--- config.mk ---
export PLATFORM = sky130hd
export DESIGN_NAME = udp2rgb
export DESIGN_NICKNAME = d
export VERILOG_FILES = /design/src/rtl/udp2rgb_pkg.sv /design/src/rtl/udp2rgb_pix_pos.sv /design/src/rtl/udp2rgb.sv
export SDC_FILE = /design/constraint.sdc
export NUM_CORES = 1
export LEC_CHECK = 0
export ABC_CLOCK_PERIOD_IN_PS = 3000
export CAP_MARGIN = 20
export CORE_MARGIN = 3
export CORE_UTILIZATION = 53
export CTS_BUF_LIST = sky130_fd_sc_hd__clkbuf_16
export DETAILED_ROUTE_END_ITERATION = 10
export PLACE_DENSITY = 0.88
export SLEW_MARGIN = 20
export SYNTH_ARGS = -nofsm -noshare
export SYNTH_HDL_FRONTEND = slang
export SYNTH_SLANG_ARGS = --single-unit
--- constraint.sdc ---
create_clock -name clk -period 3 [get_ports clk]
set_input_delay 0.6 -clock clk [delete_from_list [all_inputs] [get_ports clk]]
set_output_delay 0.6 -clock clk [all_outputs]
set_load 0.02 [all_outputs]
--- src/rtl/udp2rgb_pkg.sv ---
// Shared definitions for the UDP pixel receiver.
//   state_t         receiver FSM states
//   HDR_*           word index of each header field within a packet
//   COORD_*, LEN_*  bit positions of the coordinate word and length field
//   MARKER_DEFAULT  low byte carried by every well-formed pixel word
package udp2rgb_pkg;

   typedef enum logic [2:0] {
      S_IDLE,
      S_ACK,
      S_HEADER,
      S_COORD,
      S_DATA,
      S_DRAIN
   } state_t;

   localparam int HDR_SRC_IP = 0;
   localparam int HDR_DST_IP = 1;
   localparam int HDR_PORTS  = 2;
   localparam int HDR_LEN    = 3;

   localparam int COORD_X_LSB = 0;
   localparam int COORD_Y_LSB = 16;
   localparam int COORD_W     = 12;

   localparam int LEN_LSB = 0;
   localparam int LEN_W   = 16;
   localparam int MIN_LEN = 8;

   localparam logic [7:0] MARKER_DEFAULT = 8'hfe;

endpackage

--- src/rtl/udp2rgb_pix_pos.sv ---
// pix_pos_gen: x/y position generator for the pixel stream.
//   clk, rst          clock, synchronous active-high reset
//   load              take coord_x/coord_y as the new position
//   advance           step x by STEP, wrapping to the next row at H_ACTIVE
//   pos_x, pos_y      current position (before this cycle's advance)
//   frame_new         loading coord_y would start a new frame (first load
//                     since reset, or y went backwards)
module pix_pos_gen #(
   parameter int STEP     = 8,
   parameter int H_ACTIVE = 1920
) (
   input  logic        clk,
   input  logic        rst,
   input  logic        load,
   input  logic [11:0] coord_x,
   input  logic [11:0] coord_y,
   input  logic        advance,
   output logic [11:0] pos_x,
   output logic [11:0] pos_y,
   output logic        frame_new
);

   localparam logic [12:0] STEP_W   = 13'(STEP);
   localparam logic [12:0] H_LIMIT  = 13'(H_ACTIVE);

   logic [11:0] x_q, x_d;
   logic [11:0] y_q, y_d;
   logic [11:0] prev_y_q, prev_y_d;
   logic        first_q, first_d;
   logic [12:0] x_next;

   always_comb begin
      // one extra bit: a loaded x near 4095 must not wrap below H_ACTIVE
      x_next   = {1'b0, x_q} + STEP_W;
      x_d      = x_q;
      y_d      = y_q;
      prev_y_d = prev_y_q;
      first_d  = first_q;
      if (load) begin
         x_d      = coord_x;
         y_d      = coord_y;
         prev_y_d = coord_y;
         first_d  = 1'b0;
      end else if (advance) begin
         if (x_next >= H_LIMIT) begin
            x_d = '0;
            y_d = y_q + STEP_W[11:0];
         end else begin
            x_d = x_next[11:0];
         end
      end
   end

   always_ff @(posedge clk) begin
      if (rst) begin
         x_q      <= '0;
         y_q      <= '0;
         prev_y_q <= '0;
         first_q  <= 1'b1;
      end else begin
         x_q      <= x_d;
         y_q      <= y_d;
         prev_y_q <= prev_y_d;
         first_q  <= first_d;
      end
   end

   assign pos_x     = x_q;
   assign pos_y     = y_q;
   assign frame_new = first_q || (coord_y < prev_y_q);

endmodule

--- src/rtl/udp2rgb.sv ---
// udp2rgb: receives UDP payload words carrying subsampled pixels, checks the
// header and emits positioned pixel writes for a frame-buffer writer.
//   clk, rst                    clock, synchronous active-high reset
//   r_req, r_ack                packet pending / one-cycle acceptance
//   r_enable, r_data            received word stream
//   px_valid, px_x, px_y, px_rgb  registered pixel write
//   frame_start                 with the first pixel of a new frame
//   pkt_cnt                     good packets (wraps)
//   err_cnt                     dropped/truncated packets and bad markers
//                               (saturates)
//
// state    | meaning
// S_IDLE   | waiting for r_req; stray words ignored
// S_ACK    | r_ack high for one cycle
// S_HEADER | consuming IP/port/length words
// S_COORD  | next word is the start coordinate
// S_DATA   | one pixel per word until words_left hits 0
// S_DRAIN  | discarding the rest of a rejected or over-long packet
module udp2rgb
   import udp2rgb_pkg::*;
#(
   parameter logic [15:0] DST_PORT = 16'h4000,
   parameter int          STEP     = 8,
   parameter int          H_ACTIVE = 1920,
   parameter logic [7:0]  MARKER   = MARKER_DEFAULT
) (
   input  logic        clk,
   input  logic        rst,
   input  logic        r_req,
   input  logic        r_enable,
   output logic        r_ack,
   input  logic [31:0] r_data,
   output logic        px_valid,
   output logic [11:0] px_x,
   output logic [11:0] px_y,
   output logic [23:0] px_rgb,
   output logic        frame_start,
   output logic [15:0] pkt_cnt,
   output logic [15:0] err_cnt
);

   state_t      state_q, state_d;
   logic [1:0]  hdr_idx_q, hdr_idx_d;
   logic        bad_q, bad_d;
   logic [13:0] words_left_q, words_left_d;
   logic        arm_q, arm_d;
   logic        px_valid_q, px_valid_d;
   logic [11:0] px_x_q, px_x_d;
   logic [11:0] px_y_q, px_y_d;
   logic [23:0] px_rgb_q, px_rgb_d;
   logic        frame_start_q, frame_start_d;
   logic [15:0] pkt_cnt_q, pkt_cnt_d;
   logic [15:0] err_cnt_q, err_cnt_d;

   logic        err_inc, pkt_inc;
   logic        pos_load, pos_adv;
   logic [11:0] pos_x, pos_y;
   logic        frame_new;
   logic [15:0] len_field;
   logic        len_bad;

   assign len_field = r_data[LEN_LSB +: LEN_W];
   assign len_bad   = (len_field < 16'(MIN_LEN)) || (len_field[1:0] != 2'b00);

   pix_pos_gen #(
      .STEP     (STEP),
      .H_ACTIVE (H_ACTIVE)
   ) u_pos (
      .clk       (clk),
      .rst       (rst),
      .load      (pos_load),
      .coord_x   (r_data[COORD_X_LSB +: COORD_W]),
      .coord_y   (r_data[COORD_Y_LSB +: COORD_W]),
      .advance   (pos_adv),
      .pos_x     (pos_x),
      .pos_y     (pos_y),
      .frame_new (frame_new)
   );

   always_comb begin
      state_d       = state_q;
      hdr_idx_d     = hdr_idx_q;
      bad_d         = bad_q;
      words_left_d  = words_left_q;
      arm_d         = arm_q;
      px_valid_d    = 1'b0;
      px_x_d        = px_x_q;
      px_y_d        = px_y_q;
      px_rgb_d      = px_rgb_q;
      frame_start_d = 1'b0;
      err_inc       = 1'b0;
      pkt_inc       = 1'b0;
      pos_load      = 1'b0;
      pos_adv       = 1'b0;

      case (state_q)
         S_IDLE: begin
            if (r_req) state_d = S_ACK;
         end
         S_ACK: begin
            state_d   = S_HEADER;
            hdr_idx_d = '0;
            bad_d     = 1'b0;
         end
         S_HEADER: begin
            if (r_enable) begin
               hdr_idx_d = hdr_idx_q + 2'd1;
               if (hdr_idx_q == 2'(HDR_PORTS) && r_data[15:0] != DST_PORT)
                  bad_d = 1'b1;
               if (hdr_idx_q == 2'(HDR_LEN)) begin
                  words_left_d = len_field[15:2];
                  if (bad_q || len_bad) begin
                     err_inc = 1'b1;
                     state_d = S_DRAIN;
                  end else begin
                     state_d = S_COORD;
                  end
               end
            end else if (hdr_idx_q != 2'd0) begin
               err_inc = 1'b1;
               state_d = S_IDLE;
            end
         end
         S_COORD: begin
            if (r_enable) begin
               pos_load     = 1'b1;
               words_left_d = words_left_q - 14'd1;
               if (frame_new) arm_d = 1'b1;
               state_d = S_DATA;
            end else begin
               err_inc = 1'b1;
               state_d = S_IDLE;
            end
         end
         S_DATA: begin
            if (r_enable) begin
               pos_adv = 1'b1;
               if (r_data[7:0] == MARKER) begin
                  px_valid_d    = 1'b1;
                  px_x_d        = pos_x;
                  px_y_d        = pos_y;
                  px_rgb_d      = r_data[31:8];
                  frame_start_d = arm_q;
                  arm_d         = 1'b0;
               end else begin
                  err_inc = 1'b1;
               end
               words_left_d = words_left_q - 14'd1;
               // S_DRAIN leaves on the first idle cycle, so a packet that ends
               // exactly on its length passes through it for one cycle
               if (words_left_q == 14'd1) begin
                  pkt_inc = 1'b1;
                  state_d = S_DRAIN;
               end
            end else begin
               err_inc = 1'b1;
               state_d = S_IDLE;
            end
         end
         S_DRAIN: begin
            if (!r_enable) state_d = S_IDLE;
         end
         default: state_d = S_IDLE;
      endcase

      pkt_cnt_d = pkt_cnt_q + {15'd0, pkt_inc};
      err_cnt_d = (err_inc && err_cnt_q != 16'hffff) ? err_cnt_q + 16'd1 : err_cnt_q;
   end

   always_ff @(posedge clk) begin
      if (rst) begin
         state_q       <= S_IDLE;
         hdr_idx_q     <= '0;
         bad_q         <= 1'b0;
         words_left_q  <= '0;
         arm_q         <= 1'b0;
         px_valid_q    <= 1'b0;
         px_x_q        <= '0;
         px_y_q        <= '0;
         px_rgb_q      <= '0;
         frame_start_q <= 1'b0;
         pkt_cnt_q     <= '0;
         err_cnt_q     <= '0;
      end else begin
         state_q       <= state_d;
         hdr_idx_q     <= hdr_idx_d;
         bad_q         <= bad_d;
         words_left_q  <= words_left_d;
         arm_q         <= arm_d;
         px_valid_q    <= px_valid_d;
         px_x_q        <= px_x_d;
         px_y_q        <= px_y_d;
         px_rgb_q      <= px_rgb_d;
         frame_start_q <= frame_start_d;
         pkt_cnt_q     <= pkt_cnt_d;
         err_cnt_q     <= err_cnt_d;
      end
   end

   assign r_ack       = (state_q == S_ACK);
   assign px_valid    = px_valid_q;
   assign px_x        = px_x_q;
   assign px_y        = px_y_q;
   assign px_rgb      = px_rgb_q;
   assign frame_start = frame_start_q;
   assign pkt_cnt     = pkt_cnt_q;
   assign err_cnt     = err_cnt_q;

endmodule
==> results.ini, run 1 <==
[run_status]
status = completed

[place]
post_dp_cell_area_um2 = 8090
place.gp.congestion = 0.908
place_inst = 1091
numPortBuffers = 118
place_hpwl_um = 11900

[logic_synthesis]
netlist_area_um2 = 6730
syn-mean-instance-area_um2 = 8.07
synth-edff-count = 0
ys_ff_latch = 140
async_reset_ff_frac = 0
yosysSeqAreaShare = 0.417
ys.flop_type = dfxtp_1
yosysUniqueCellTypes = 69
syn_inst = 834
syn_nets = 891
yosysWarnings = 0

[setup_path]
worst-path-buf-inv = 0
required_ns = 3.29
crit_path_start_kind = flop
cp.depth = 10
crit_arrival_ns = 3.10
crit_chain = nor3b_4, o21a_1, nand2_1, nor4_1, ha_1, ha_1, and2_1, nand4_1, xor2_1, nor2_1
r2r_cells = 10
critical-path-top-delay-family = simple AND/OR/NAND/NOR gates
critPathKind = flop to flop
crit_top_cell = ha_1
critPathMaxFanout = 11
crit_path_end_kind = flop
slowest_delay_ns = 0.51
worst_path_max_delay_cell = dfxtp_1

[grt]
antenna_found_initial = 0
grt_pass1_wl_um = 29400
grt_use_total = 0.250
met1_usage = 0.314
grt-busiest-layer = met2
grt_max_degree = 83
globalRouteOverflowTotal = 0
met2_usage = 0.415
use_met3 = 0.0636
grt_pass1_vias = 6083

[routing]
drc = 0
viasPerCell = 5.82
vias = 6526
wirelength_um = 17600
drtIter0Drc = 573
ant_nets = 0
wire_per_inst_um = 15.7
first_pass_iters = 5

[pwr]
clock_power_share = 0.476
combPwrFrac = 0.094
power_mw = 4.55
p_per_area_nw_per_um2 = 523
peakVddDrop_uv = 431
p_int_mw = 3.45
p_leak_nw = 3.02
p_sw_mw = 1.10
sequentialPowerShare = 0.429
swShare = 0.241

[cells_and_area]
drive_above_1_share = 0.0797
n_antenna_cell = 0
area_growth_pct = 29.3
finalInstanceArea_um2 = 8700
fillerInstances = 970
final_cells = 1122
num-nets-final = 999

[floorplan]
dieArea_um2 = 14100
num_rows = 40
core_area_um2 = 12200
start_util = 0.551
die_h_um = 119
io_pins = 119
dieWidth_um = 119

[clock_tree]
root_buffer = clkbuf_16
clk_pin_slew_ns = 0.06
clock_path_buffers = 2
clock_latency_ns = 0.43
cts_hold_buffers = 0
htreeDepth = 4
ctsResizeCount = 0
post_cts.repair.setup_buffers = 0
cts_buffers = 17
cts_tree = built
cts.sinks = 140

[flow_run]
maxCapViolCount = 0

[timing]
post-route-period-util = 0.936
fin_hold_ws_ns = 0.452
report.final.slew_viol_count = 0
fmax_mhz = 356
fin_crit_ns = 2.81
rsz0062_at_grt = no
worst_pin_slew_ns = 0.794
hold_viol_final = 0
fin_skew_ns = 0.00667
finalSetupViolCount = 0
slew_headroom = 0.467
tns_ns = 0

[worst_hold_path]
hold_path.class = flop to flop
whs_path_depth = 2

metrics by stage:
stage,setup WS [ns],utilization
2_1_floorplan,0.574,-
3_3_place_gp,0.198,0.663
3_5_place_dp,0.0884,0.663
4_1_cts,0.221,0.712
5_1_grt,0.0584,0.712
6_report,0.192,0.712
cell usage after synthesis (5+ instances only):
| cell | number | area share |
|---|---|---|
| a211oi_1 | 11 | 0.012 |
| a21o_1 | 10 | 0.011 |
| a21oi_1 | 101 | 0.075 |
| a22oi_1 | 5 | 0.0056 |
| a31oi_1 | 8 | 0.0074 |
| and2_1 | 8 | 0.0074 |
| and3_1 | 14 | 0.013 |
| and4_1 | 7 | 0.0091 |
| buf_2 | 9 | 0.0067 |
| buf_4 | 5 | 0.0056 |
| clkbuf_1 | 36 | 0.020 |
| dfxtp_1 | 140 | 0.42 |
| ha_1 | 21 | 0.039 |
| inv_1 | 21 | 0.012 |
| nand2_1 | 155 | 0.086 |
| nand2b_1 | 6 | 0.0056 |
| nand3_1 | 29 | 0.022 |
| nand4_1 | 12 | 0.011 |
| nor2_1 | 61 | 0.034 |
| nor3_1 | 15 | 0.011 |
| nor4_1 | 7 | 0.0065 |
| o2111ai_1 | 7 | 0.0091 |
| o21ai_0 | 32 | 0.024 |
| o31ai_1 | 6 | 0.0067 |
| or4_1 | 7 | 0.0078 |
| xor2_1 | 22 | 0.029 |
final timing paths:
| check | start | to | slack (ns) |
|---|---|---|---|
| setup reg to reg | state_q[2] | pkt_cnt[6] | 0.19 |
| setup / recovery | state_q[2] | pkt_cnt[6] | 0.19 |
| hold reg to reg | px_y[7] | px_y[7] | 0.45 |
| hold / removal | px_y[7] | px_y[7] | 0.45 |
flip-flops by register name (all words and copies together) (netlist names):
register,flops
px_rgb,24
err_cnt,16
pkt_cnt,16
words_left_q,14
px_x,12
px_y,12
u_pos.pos_x,12
u_pos.pos_y,12
u_pos.prev_y_q,12
state_q,3
hdr_idx_q,2
arm_q,1
bad_q,1
frame_start,1
px_valid,1
u_pos.first_q,1
final cells by class:
type,count,area (um2),share of cell area
timing repair buffer,144,1400,0.161
sequential,140,2800,0.322
clock buffer,17,425,0.0489
inverter,21,78.8,0.00906
clock inverter,14,178,0.0204
multi-input combinational,618,3600,0.414
tap,168,210,0.0242
layout by cell type, fill, tap and decap left out, types with 17 or more instances in the layout:
cell type,n
nor2_1,61
ha_1,21
clkdlybuf4s50_1,117
o21ai_0,30
clkbuf_16,17
a21oi_1,101
inv_1,21
dfxtp_1,140
nand2_1,154
buf_4,25
nand3_1,29
xor2_1,22
routing by layer:
metal | up-vias | wire length (um)
li1 | 3170 | -
met1 | 3075 | 7360
met2 | 248 | 8680
met3 | 33 | 1240
met4 | 0 | 305
met5 | - | 0
power groups by stage:
stage	registers (mW)	clock network (mW)	logic, mW
final	1.95	2.17	0.429
after global routing	1.96	2.27	0.472
after CTS	1.95	2.19	0.425
after detailed placement	1.99	0	0.419
after global placement	1.99	0	0.409
after floorplan	1.96	0	0.283
worst min-delay path, delay by kind of cell, from the launching register on:
| family | cells | cell delay [ns] |
|---|---|---|
| AND/OR/NAND/NOR | 1 | 0.05 |
| AO/OA/AOI/OAI | 1 | 0.05 |
| flip-flops | 1 | 0.30 |
kinds of logic (layout without fill, tap and decap cells):
group           count (synthesis)  count (layout)  share of synthesized area
fa+ha+maj                      21              21                     0.0391
simple gates                  352             352                      0.257
flops                         140             140                      0.417
mux                             2               2                    0.00316
compound gates                217             217                      0.201
xor+xnor                       26              26                     0.0338
buf+inv                        76             196                     0.0491
No activity file was read; power rests on OpenSTA's default activity.
==> run 2, diff against run 1 <==
Settings changed: CTS_CLUSTER_SIZE set to 20, REMOVE_ABC_BUFFERS set to 1.
==> run 2 against run 1 <==
  * Sequential power about the same
  * Final cell count up 0.45%
  * Clock skew rose by 0.0043 ns
  * Hold slack worse by 0.0018 ns
  * First-iteration DRC count fell by 3.0%
  * Register-to-register slack better by 0.098 ns
  * Clock power is 11% lower
  * Routed wire length is 0.67% lower
  * Critical path depth shrank 7
  * Clock-buffer cell count stayed put
  * Global-route usage rose by 0.32 points
  * Critical path type is now flop to output pin
  * Largest cell class unchanged
  * Highest routed layer unchanged
==> results.ini, run 2 (synthesized netlist as in run 1, its figures left out) <==
[grt]
antenna_found_initial = 0
globalRouteOverflowTotal = 0
grt_max_degree = 60
grt_use_total = 0.253
grt_pass1_vias = 6191
grt_pass1_wl_um = 29300

[timing]
tns_ns = 0
worst_pin_slew_ns = 0.793
hold_viol_final = 0
fin_skew_ns = 0.0110
report.final.slew_viol_count = 0
fin_crit_ns = 2.74
finalSetupViolCount = 0
slew_headroom = 0.468
fmax_mhz = 365
setup_ws_ns = 0.261
rsz0062_at_grt = no
post-route-period-util = 0.913

[floorplan]
start_util = 0.551
dieArea_um2 = 14100
core_area_um2 = 12200
io_pins = 119
dieWidth_um = 119
die_h_um = 119
num_rows = 40

[clock_tree]
cts.sinks = 140
cts_buffers = 17
cts_tree = built
clock_path_buffers = 2
clock_latency_ns = 0.43
clk_pin_slew_ns = 0.06
htreeDepth = 4
root_buffer = clkbuf_16
cts_hold_buffers = 0

[routing]
drtIter0Drc = 556
wirelength_um = 17500
vias = 6521
ant_nets = 0
wire_per_inst_um = 15.5
drc = 0
viasPerCell = 5.79
first_pass_iters = 5

[place]
place.gp.congestion = 0.919
post-place-ws_ns = 0.0397
numPortBuffers = 118
place_inst = 1097
place_hpwl_um = 12300
post_dp_cell_area_um2 = 8110

[setup_path]
crit_chain = nor3b_1, buf_4, clkdlybuf4s50_1
crit_arrival_ns = 2.14
startpoint = state_q[0]
crit_path_start_kind = flop
critPathMaxFanout = 14
worst-path-buf-inv = 2
r2r_start = state_q[2]
slowest_delay_ns = 0.66
cp.depth = 3
crit_path_end_kind = output pin
critical-path-top-delay-family = buffers and inverters
r2r_slack_ns = 0.29
critPathKind = flop to output pin
reg2reg_to = pkt_cnt[12]
r2r_cells = 10
required_ns = 2.40
worst_path_max_delay_cell = dfxtp_1

[cells_and_area]
largest_reg_flops = 24
finalInstanceArea_um2 = 8660
fillerInstances = 1027
drive_above_1_share = 0.0813
multi_input_area_um2 = 3610
final-seq-area_um2 = 2800
final_cell_mix = nand2_1 (154), dfxtp_1 (140), clkdlybuf4s50_1 (117), a21oi_1 (101), nor2_1 (61)
final_cells = 1127
n_antenna_cell = 0
area_growth_pct = 28.7
final_common_cell = nand2_1
num-nets-final = 1005

[pwr]
p_leak_nw = 3.03
p_per_area_nw_per_um2 = 499
peakVddDrop_uv = 455
power_mw = 4.32

[run_status]
status = completed

[worst_hold_path]
hold_path.class = flop to flop
hold_end = px_y[0]
whs_path_depth = 2
min_from = u_pos.pos_y[0]

[flow_run]
maxCapViolCount = 0

[run 2: layer usage]
layer / share of wire / GRT usage / vias to the layer above
li1: - / - / 3175
met1: 0.43 / 0.324 / 3056
met2: 0.48 / 0.405 / 263
met3: 0.076 / 0.0823 / 27
met4: 0.016 / 0.0847 / 0
met5: 0 / 0 / -
[run 2: repair_timing]
| action | in CTS | in global routing |
|---|---|---|
| buffers inserted | 0 | 0 |
| endpoints found under the setup margin | 0 | 2 |
| resized for setup | 0 | 1 |
[run 2: cell type report]
type                            count  share of cell area
Multi-Input combinational cell    618               0.417
Sequential cell                   140               0.324
Timing Repair Buffer              150               0.164
Clock buffer                       17              0.0491
Tap cell                          168              0.0243
Clock inverter                     13              0.0129
Inverter                           21             0.00911
[run 2: how the worst max path moves through the flow]
stage,slack [ns],endpoint
after floorplan,-0.17,arm_q
after global placement,0.20,pkt_cnt[6]
after detailed placement,0.04,pkt_cnt[8]
after CTS,0.17,pkt_cnt[12]
after global routing,0.08,pkt_cnt[12]
final,0.26,r_ack
[run 2: through the flow]
step / util / hold slack, ns
6_report: 0.709 / 0.450
5_1_grt: 0.709 / 0.471
4_1_cts: 0.708 / 0.451
3_5_place_dp: 0.664 / 0.443
3_3_place_gp: 0.664 / 0.437
2_1_floorplan: - / 0.422
[run 2: power breakdown]
part           switching [mW]  internal, mW
logic                   0.244         0.187
clock network           0.753          1.19
registers              0.0576          1.89
total                    1.05          3.27
[run 2: worst register-to-register path: cells and delay by family (launching register included)]
kind / cells / cell delay, ns
and+or+nand+nor: 6 / 1.26
AOI/OAI and AO/OA: 1 / 0.20
DFF: 1 / 0.55
adders and majority gates: 2 / 0.41
xor gates and xnor gates: 1 / 0.18
